### config.mk
export PLATFORM = sky130hd
export DESIGN_NAME = ram_prog_loader_flat
export DESIGN_NICKNAME = d
export VERILOG_FILES = /design/src/rtl/ram_prog_loader_if.sv /design/src/rtl/ram_prog_loader.sv /design/src/flat_wrapper.sv
export SDC_FILE = /design/constraint.sdc
export NUM_CORES = 1
export LEC_CHECK = 0
export CORE_UTILIZATION = 42
export DETAILED_ROUTE_END_ITERATION = 8
export GPL_TIMING_DRIVEN = 0
export PLACE_DENSITY = 0.77
export SETUP_SLACK_MARGIN = 0.3
export SLEW_MARGIN = 30
export SYNTH_ARGS = -nofsm -noshare
export SYNTH_HDL_FRONTEND = slang
export SYNTH_SLANG_ARGS = --single-unit
### constraint.sdc
create_clock -name clk -period 1.77 [get_ports clk]
set_input_delay 0.354 -clock clk [delete_from_list [all_inputs] [get_ports clk]]
set_output_delay 0.354 -clock clk [all_outputs]
set_load 0.005 [all_outputs]
### src/rtl/ram_prog_loader_if.sv
// Byte-stream input handshake and SAP-1 RAM/address-mux programming lines.
interface ram_prog_loader_if;
  logic       start;
  logic       abort;
  logic       byte_valid;
  logic [7:0] byte_data;
  logic       byte_ready;
  logic       mux_select;
  logic [3:0] prog_addr;
  logic [7:0] ram_data;
  logic       ram_we;
  logic       busy;
  logic       done;

  modport master (
    output start, abort, byte_valid, byte_data,
    input  byte_ready, mux_select, prog_addr, ram_data, ram_we, busy, done
  );

  modport slave (
    input  start, abort, byte_valid, byte_data,
    output byte_ready, mux_select, prog_addr, ram_data, ram_we, busy, done
  );
endinterface

### src/rtl/ram_prog_loader.sv
// Program-mode sequencer: writes NUM_WORDS streamed bytes into SAP-1 RAM through
// the a-side of the 74157 address mux, then returns the mux to the MAR.
module ram_prog_loader #(
  parameter int unsigned NUM_WORDS = 16,
  parameter int unsigned WE_CYCLES = 1
) (
  input logic             clk,
  input logic             rst,
  ram_prog_loader_if.slave bus
);

  typedef enum logic [2:0] {
    S_IDLE,
    S_WAIT_BYTE,
    S_WRITE,
    S_NEXT,
    S_DONE
  } state_e;

  localparam logic [3:0] LAST_ADDR = 4'(NUM_WORDS - 1);
  localparam logic [1:0] WE_LAST   = 2'(WE_CYCLES - 1);

  state_e     state_q, state_d;
  logic [3:0] addr_q, addr_d;
  logic [7:0] data_q, data_d;
  logic [1:0] we_cnt_q, we_cnt_d;

  always_ff @(posedge clk) begin
    if (rst) begin
      state_q  <= S_IDLE;
      addr_q   <= '0;
      data_q   <= '0;
      we_cnt_q <= '0;
    end else begin
      state_q  <= state_d;
      addr_q   <= addr_d;
      data_q   <= data_d;
      we_cnt_q <= we_cnt_d;
    end
  end

  always_comb begin
    state_d  = state_q;
    addr_d   = addr_q;
    data_d   = data_q;
    we_cnt_d = we_cnt_q;
    unique case (state_q)
      S_IDLE: begin
        if (bus.start) begin
          state_d = S_WAIT_BYTE;
          addr_d  = '0;
        end
      end
      S_WAIT_BYTE: begin
        if (bus.byte_valid) begin
          state_d  = S_WRITE;
          data_d   = bus.byte_data;
          we_cnt_d = '0;
        end
      end
      S_WRITE: begin
        if (we_cnt_q == WE_LAST) begin
          state_d = S_NEXT;
        end else begin
          we_cnt_d = we_cnt_q + 2'd1;
        end
      end
      S_NEXT: begin
        if (addr_q == LAST_ADDR) begin
          state_d = S_DONE;
        end else begin
          addr_d  = addr_q + 4'd1;
          state_d = S_WAIT_BYTE;
        end
      end
      S_DONE: begin
        state_d = S_IDLE;
        addr_d  = '0;
      end
      default: state_d = S_IDLE;
    endcase
    // Abort overrides any handshake or advance decided above.
    if (state_q != S_IDLE && bus.abort) begin
      state_d  = S_IDLE;
      addr_d   = '0;
      data_d   = '0;
      we_cnt_d = '0;
    end
  end

  always_comb begin
    bus.mux_select = (state_q == S_IDLE);
    bus.byte_ready = (state_q == S_WAIT_BYTE);
    bus.ram_we     = (state_q == S_WRITE);
    bus.busy       = (state_q != S_IDLE);
    bus.done       = (state_q == S_DONE);
    bus.prog_addr  = addr_q;
    bus.ram_data   = data_q;
  end

endmodule
### src/flat_wrapper.sv
// flat-port wrapper written by rule: the top's interface ports become plain ports
module ram_prog_loader_flat 
#(
  parameter int unsigned NUM_WORDS = 16,
  parameter int unsigned WE_CYCLES = 1
)
  (clk, rst, bus_start, bus_abort, bus_byte_valid, bus_byte_data, bus_byte_ready, bus_mux_select, bus_prog_addr, bus_ram_data, bus_ram_we, bus_busy, bus_done);
  ram_prog_loader_if bus_i ();
  input logic clk;
  input logic rst;
  input wire logic [$bits(bus_i.start)-1:0] bus_start;
  input wire logic [$bits(bus_i.abort)-1:0] bus_abort;
  input wire logic [$bits(bus_i.byte_valid)-1:0] bus_byte_valid;
  input wire logic [$bits(bus_i.byte_data)-1:0] bus_byte_data;
  output wire logic [$bits(bus_i.byte_ready)-1:0] bus_byte_ready;
  output wire logic [$bits(bus_i.mux_select)-1:0] bus_mux_select;
  output wire logic [$bits(bus_i.prog_addr)-1:0] bus_prog_addr;
  output wire logic [$bits(bus_i.ram_data)-1:0] bus_ram_data;
  output wire logic [$bits(bus_i.ram_we)-1:0] bus_ram_we;
  output wire logic [$bits(bus_i.busy)-1:0] bus_busy;
  output wire logic [$bits(bus_i.done)-1:0] bus_done;
  assign bus_i.start = bus_start;
  assign bus_i.abort = bus_abort;
  assign bus_i.byte_valid = bus_byte_valid;
  assign bus_i.byte_data = bus_byte_data;
  assign bus_byte_ready = bus_i.byte_ready;
  assign bus_mux_select = bus_i.mux_select;
  assign bus_prog_addr = bus_i.prog_addr;
  assign bus_ram_data = bus_i.ram_data;
  assign bus_ram_we = bus_i.ram_we;
  assign bus_busy = bus_i.busy;
  assign bus_done = bus_i.done;
  ram_prog_loader #(.NUM_WORDS(NUM_WORDS), .WE_CYCLES(WE_CYCLES)) u_core (.clk(clk), .rst(rst), .bus(bus_i));
endmodule
### Yosys cells after proc, flatten, opt, wreduce, memory -nomap -nowiden

Index checks and enable logic that the tools add are counted.

* bits in registers: 17
* bits of input ports: 13
* word-level logic and storage cells: 38

* add/sub/neg operators: 2
* equal/unequal tests: 10
* muxes and demuxes: 11
* reductions and logical operators: 11

Operators by type and width (count)
* $mux 3: 4
* $pmux 3 s4: 1
* $pmux 4 s3: 1
* $reduce_and 3->1: 3
* $mux 4: 2
* $ne 2x2->1 const B: 4
* $eq 3x2->1 const B: 2
* $reduce_bool 3->1: 2
* $add 4x1->4 const B: 1
* $eq 4x4->1 const B: 1
* $mux 2: 2
* $pmux 2 s2: 1
* $eq 3x1->1 const B: 1
* $eq 3x3->1 const B: 1
* $logic_not 3->1: 1
* $add 2x1->2 const B: 1
* $logic_not 2->1: 1
* $ne 2x1->1 const B: 1
* $reduce_and 2->1: 1
* $reduce_bool 2->1: 1
* $reduce_or 2->1: 1
* $logic_and 1x1->1: 1

### Longest topological paths before layout

* depth in word-level cells: 3
* gate-level depth with buffers: 6

### Least setup slack after synthesis

OpenSTA, ideal clock, no wires.

* path type: reg2reg
* from: register u_core.addr_q[0], in the netlist u_core.bus.prog_addr[0]
* to: register u_core.state_q[0]
* setup time: 0.103 ns
* data arrival time: 1.375 ns
* data required time: 1.667 ns
* setup slack: 0.291 ns
* stages on the path, launching flop included: 5
* path buffers: 0
* clock period less this slack: 1.479 ns
* cells stage by stage: dfxtp_1 ha_1 and3_1 mux2_2 a2111oi_2

* word-level cells in the longest chain between the ends: 3

Ends and longest elaborated chain
* start: declaration: RTL line ram_prog_loader.sv:24 `logic [3:0] addr_q, addr_d;`
* start signal: assignment: RTL line ram_prog_loader.sv:36 `addr_q <= addr_d;`
* $eq 4x4->1: RTL line ram_prog_loader.sv:69 `if (addr_q == LAST_ADDR) begin`
* $mux 3: RTL line ram_prog_loader.sv:69
* $pmux 3 s4: RTL line ram_prog_loader.sv:47 `unique case (state_q)`
* end signal: assignment: RTL line ram_prog_loader.sv:35 `state_q <= state_d;`
* end: declaration: RTL line ram_prog_loader.sv:23 `state_e state_q, state_d;`

No other way between the ends.
A chain may end at the register's enable or synchronous reset.

### Worst setup path in the final report

* from: register u_core.state_q[0]
* to: output bus_mux_select

* word-level cells in the longest chain between the ends: 1

Ends and longest elaborated chain
* $logic_not 3->1: RTL line ram_prog_loader.sv:92 `bus.mux_select = (state_q == S_IDLE);`
* end: declaration: RTL line flat_wrapper.sv:16 `output wire logic [$bits(bus_i.mux_select)-1:0] bus_mux_select;`

No other way between the ends.

==> results.txt <==
Run status: finished clean
RD Place Congestion: 0.795
Post-Syn Area: 801 um^2
Hold Crit Start: u_core.bus.ram_data[3]
First-pass GRT wire length: 3420 um
Syn_nets: 111
Fillers: 129
Hold Crit Class: register to register
Vias in the first global route: 816
Multi-input gate area: 536 um^2
Rows: 15
Setup_tns: 0 ns
Synth Register Bits: 17
Crit path kind: register to output port
Flop2flop setup slack: 0.16 ns
# H-tree levels: 1
Port bufs: 29
Drt first pass iters: 5
Slew @ Worst Pin: 0.406 ns
RSZ-0062 raised after global routing: true
Combinational Power Share: 29.7%
Initial core utilization: 45.4%
Tmin final: 1.63 ns
MaxCap Viol Count: 0
Hold Crit Depth: 2
CTS Buf Count: 3
WHS Endpoint: u_core.bus.ram_data[3]
Register clock-pin slew on the reported worst setup and hold paths: 0.11 ns
Initial drt markers: 11
Leak: 0.591 nW
Hold_buf cts: 0
Sequential share of power: 46.1%
Period utilisation layout: 92.0%
Final WL: 2410 um
Detailed Place HPWL: 1410 um
Antenna diode count: 0
Die W: 45.7 um
Part of the power in the clock network: 24.3%
Num Clock Sinks: 17
Clock Latency Late Sink: 0.30 ns
Total Routing Usage GR: 23.2%
Most frequent cells in the layout: nand2_1 (22), buf_4 (13), clkdlybuf4s50_1 (12)
CTS max path bufs: 2
Syn_area_per_cell: 8.34 um^2
Worst Setup End Kind: output port
FF/Latch Area: 358 um^2
CTS tree: built
Setup violators final: 0
Peak VDD IR: 0.000459 V
Antenna viol nets, final: 0
CP Launch Type: register
# DRC: 0
RR Startpoint: u_core.state_q[0]
Hold Fails Final Rpt: 0
Placeable Area: 1760 um^2
F_max: 0.614 GHz
Die area: 2090 um^2
Die H: 45.7 um
R2R depth: 5
Power density over the cells: 618 nW/um^2
Synthesized instance count: 96
Gr ovfl total: 0
Layout cells sized above 1: 43.8%
Reg2reg end: u_core.state_q[0]
Largest net degree at the start of global routing: 11
Layout area overhead: 77.8%
Pint: 0.630 mW
Distinct cells, synth: 31
Initial antenna violation count: 0
Leading cell type in the layout, fill and taps excluded: nand2_1
I/O pin count: 30
Worst endpoint required time: 1.42 ns
Final Skew: 0.0143 ns
Slew margin rel.: 72.8%
Syn. warnings: 0
CP Max Fanout: 9
Sw Share: 28.4%
P_sw: 0.250 mW
Final Hold Slack: 0.454 ns
Register area share after synthesis: 42.5%
Vias: 881
Number of nets at the end of the flow: 160
Wire length per cell: 14.3 um
Worst path arrival time: 1.27 ns
Power Total: 0.880 mW
Vias per cell: 5.21
Clock Root Buffer: clkbuf_4
Max Slew Vio Count: 0
[repair_timing]
action,in CTS,in global routing
gates resized for setup,62,17
endpoints found under the setup margin,30,23
pin swaps,6,3
gates cloned,0,2
setup buffers,9,4
[state kept, by name, indices dropped and copies added (netlist names)]
signal / count
u_core.state_q: 3
u_core.we_cnt_q: 2
u_core.bus.ram_data: 8
u_core.bus.prog_addr: 4
[area by class of cell]
| cell class | instances | area share, % |
|---|---|---|
| well taps | 25 | 2.20 |
| multi-input cells | 70 | 37.6 |
| clock buffers | 4 | 1.85 |
| repair buffers | 44 | 27.9 |
| plain buffers | 6 | 4.48 |
| inverters | 3 | 0.791 |
| flip-flops and latches | 17 | 25.1 |
[layer usage]
| layer | wire [um] | up-vias | part of all wire [%] | track usage [%] |
|---|---|---|---|---|
| met4 | 27 | 0 | 1.1 | 9.09 |
| met2 | 1230 | 27 | 51 | 42.9 |
| met5 | 0 | - | 0 | 0 |
| met1 | 1050 | 421 | 43 | 26.4 |
| met3 | 101 | 4 | 4.2 | 3.17 |
| li1 | - | 429 | - | - |
[worst max path at each step]
| stage | end | slack (ns) | cells past startpoint | start |
|---|---|---|---|---|
| final | bus_mux_select | 0.14 | 4 | u_core.state_q[0] |
| after global routing | bus_mux_select | 0.11 | 4 | u_core.state_q[0] |
| after CTS | bus_mux_select | 0.15 | 4 | u_core.state_q[2] |
| after detailed placement | u_core.we_cnt_q[0] | -0.04 | 6 | bus_byte_valid |
| after global placement | u_core.we_cnt_q[0] | -0.005 | 6 | bus_byte_valid |
| after floorplan | u_core.state_q[0] | 0.31 | 4 | u_core.state_q[2] |
[power by group through the flow]
stage	Clock (mW)	Sequential, mW	Combinational, mW
after floorplan	0	0.412	0.0865
after global placement	0	0.411	0.172
after detailed placement	0	0.412	0.175
after CTS	0.213	0.404	0.198
after global routing	0.227	0.406	0.280
final	0.214	0.405	0.261
[cells by family after synthesis]
group,share of synthesized area (%)
DFF,42.5
muxes,1.41
and+or+nand+nor,29.5
buffers and inverters,5.78
adders and majority gates,3.12
AOI/OAI and AO/OA,17.7
[worst max-delay path, cell delays in order (launching register included)]
cell	delay [ns]
dfxtp_2	0.35
buf_8	0.14
or3_4	0.35
inv_2	0.06
buf_6	0.08
[cells in the mapped netlist]
| master | instances | area share, % |
|---|---|---|
| and3_1 | 1 | 0.78 |
| a211oi_1 | 1 | 0.94 |
| a31o_1 | 1 | 1.1 |
| nand3_1 | 1 | 0.62 |
| a21o_4 | 1 | 1.9 |
| o211ai_1 | 1 | 0.94 |
| nor4_2 | 1 | 1.6 |
| inv_1 | 3 | 1.4 |
| a2111oi_2 | 1 | 1.9 |
| clkbuf_1 | 1 | 0.47 |
| nor2b_1 | 1 | 0.78 |
| buf_6 | 1 | 1.4 |
| and3b_1 | 1 | 1.1 |
| mux2_2 | 1 | 1.4 |
| nor3b_1 | 3 | 2.8 |
| nand3b_1 | 1 | 0.94 |
| nor4_1 | 1 | 0.78 |
| nand2_1 | 22 | 10 |
| or3_1 | 1 | 0.78 |
| o21a_1 | 1 | 0.94 |
| nor3_1 | 4 | 2.5 |
| nor4bb_1 | 1 | 1.3 |
| a21oi_1 | 12 | 7.5 |
| dfxtp_1 | 17 | 43 |
| nor4b_1 | 1 | 1.1 |
| ha_1 | 2 | 3.1 |
| o21ai_0 | 2 | 1.3 |
| a32o_1 | 1 | 1.3 |
| buf_2 | 4 | 2.5 |
| nor2_1 | 6 | 2.8 |
| or3_4 | 1 | 1.4 |
[per-stage QoR]
step	worst slack [ns]	util (%)	cell area, um^2	instances
global route	0.106	80.7	1420	169
CTS	0.148	73.1	1290	163
global placement	-0.00453	63.9	1130	150
finish	0.142	80.7	1420	169
detailed placement	-0.0399	63.9	1130	150
floorplan	0.308	-	806	96
Power figures use the tool's default switching activity.
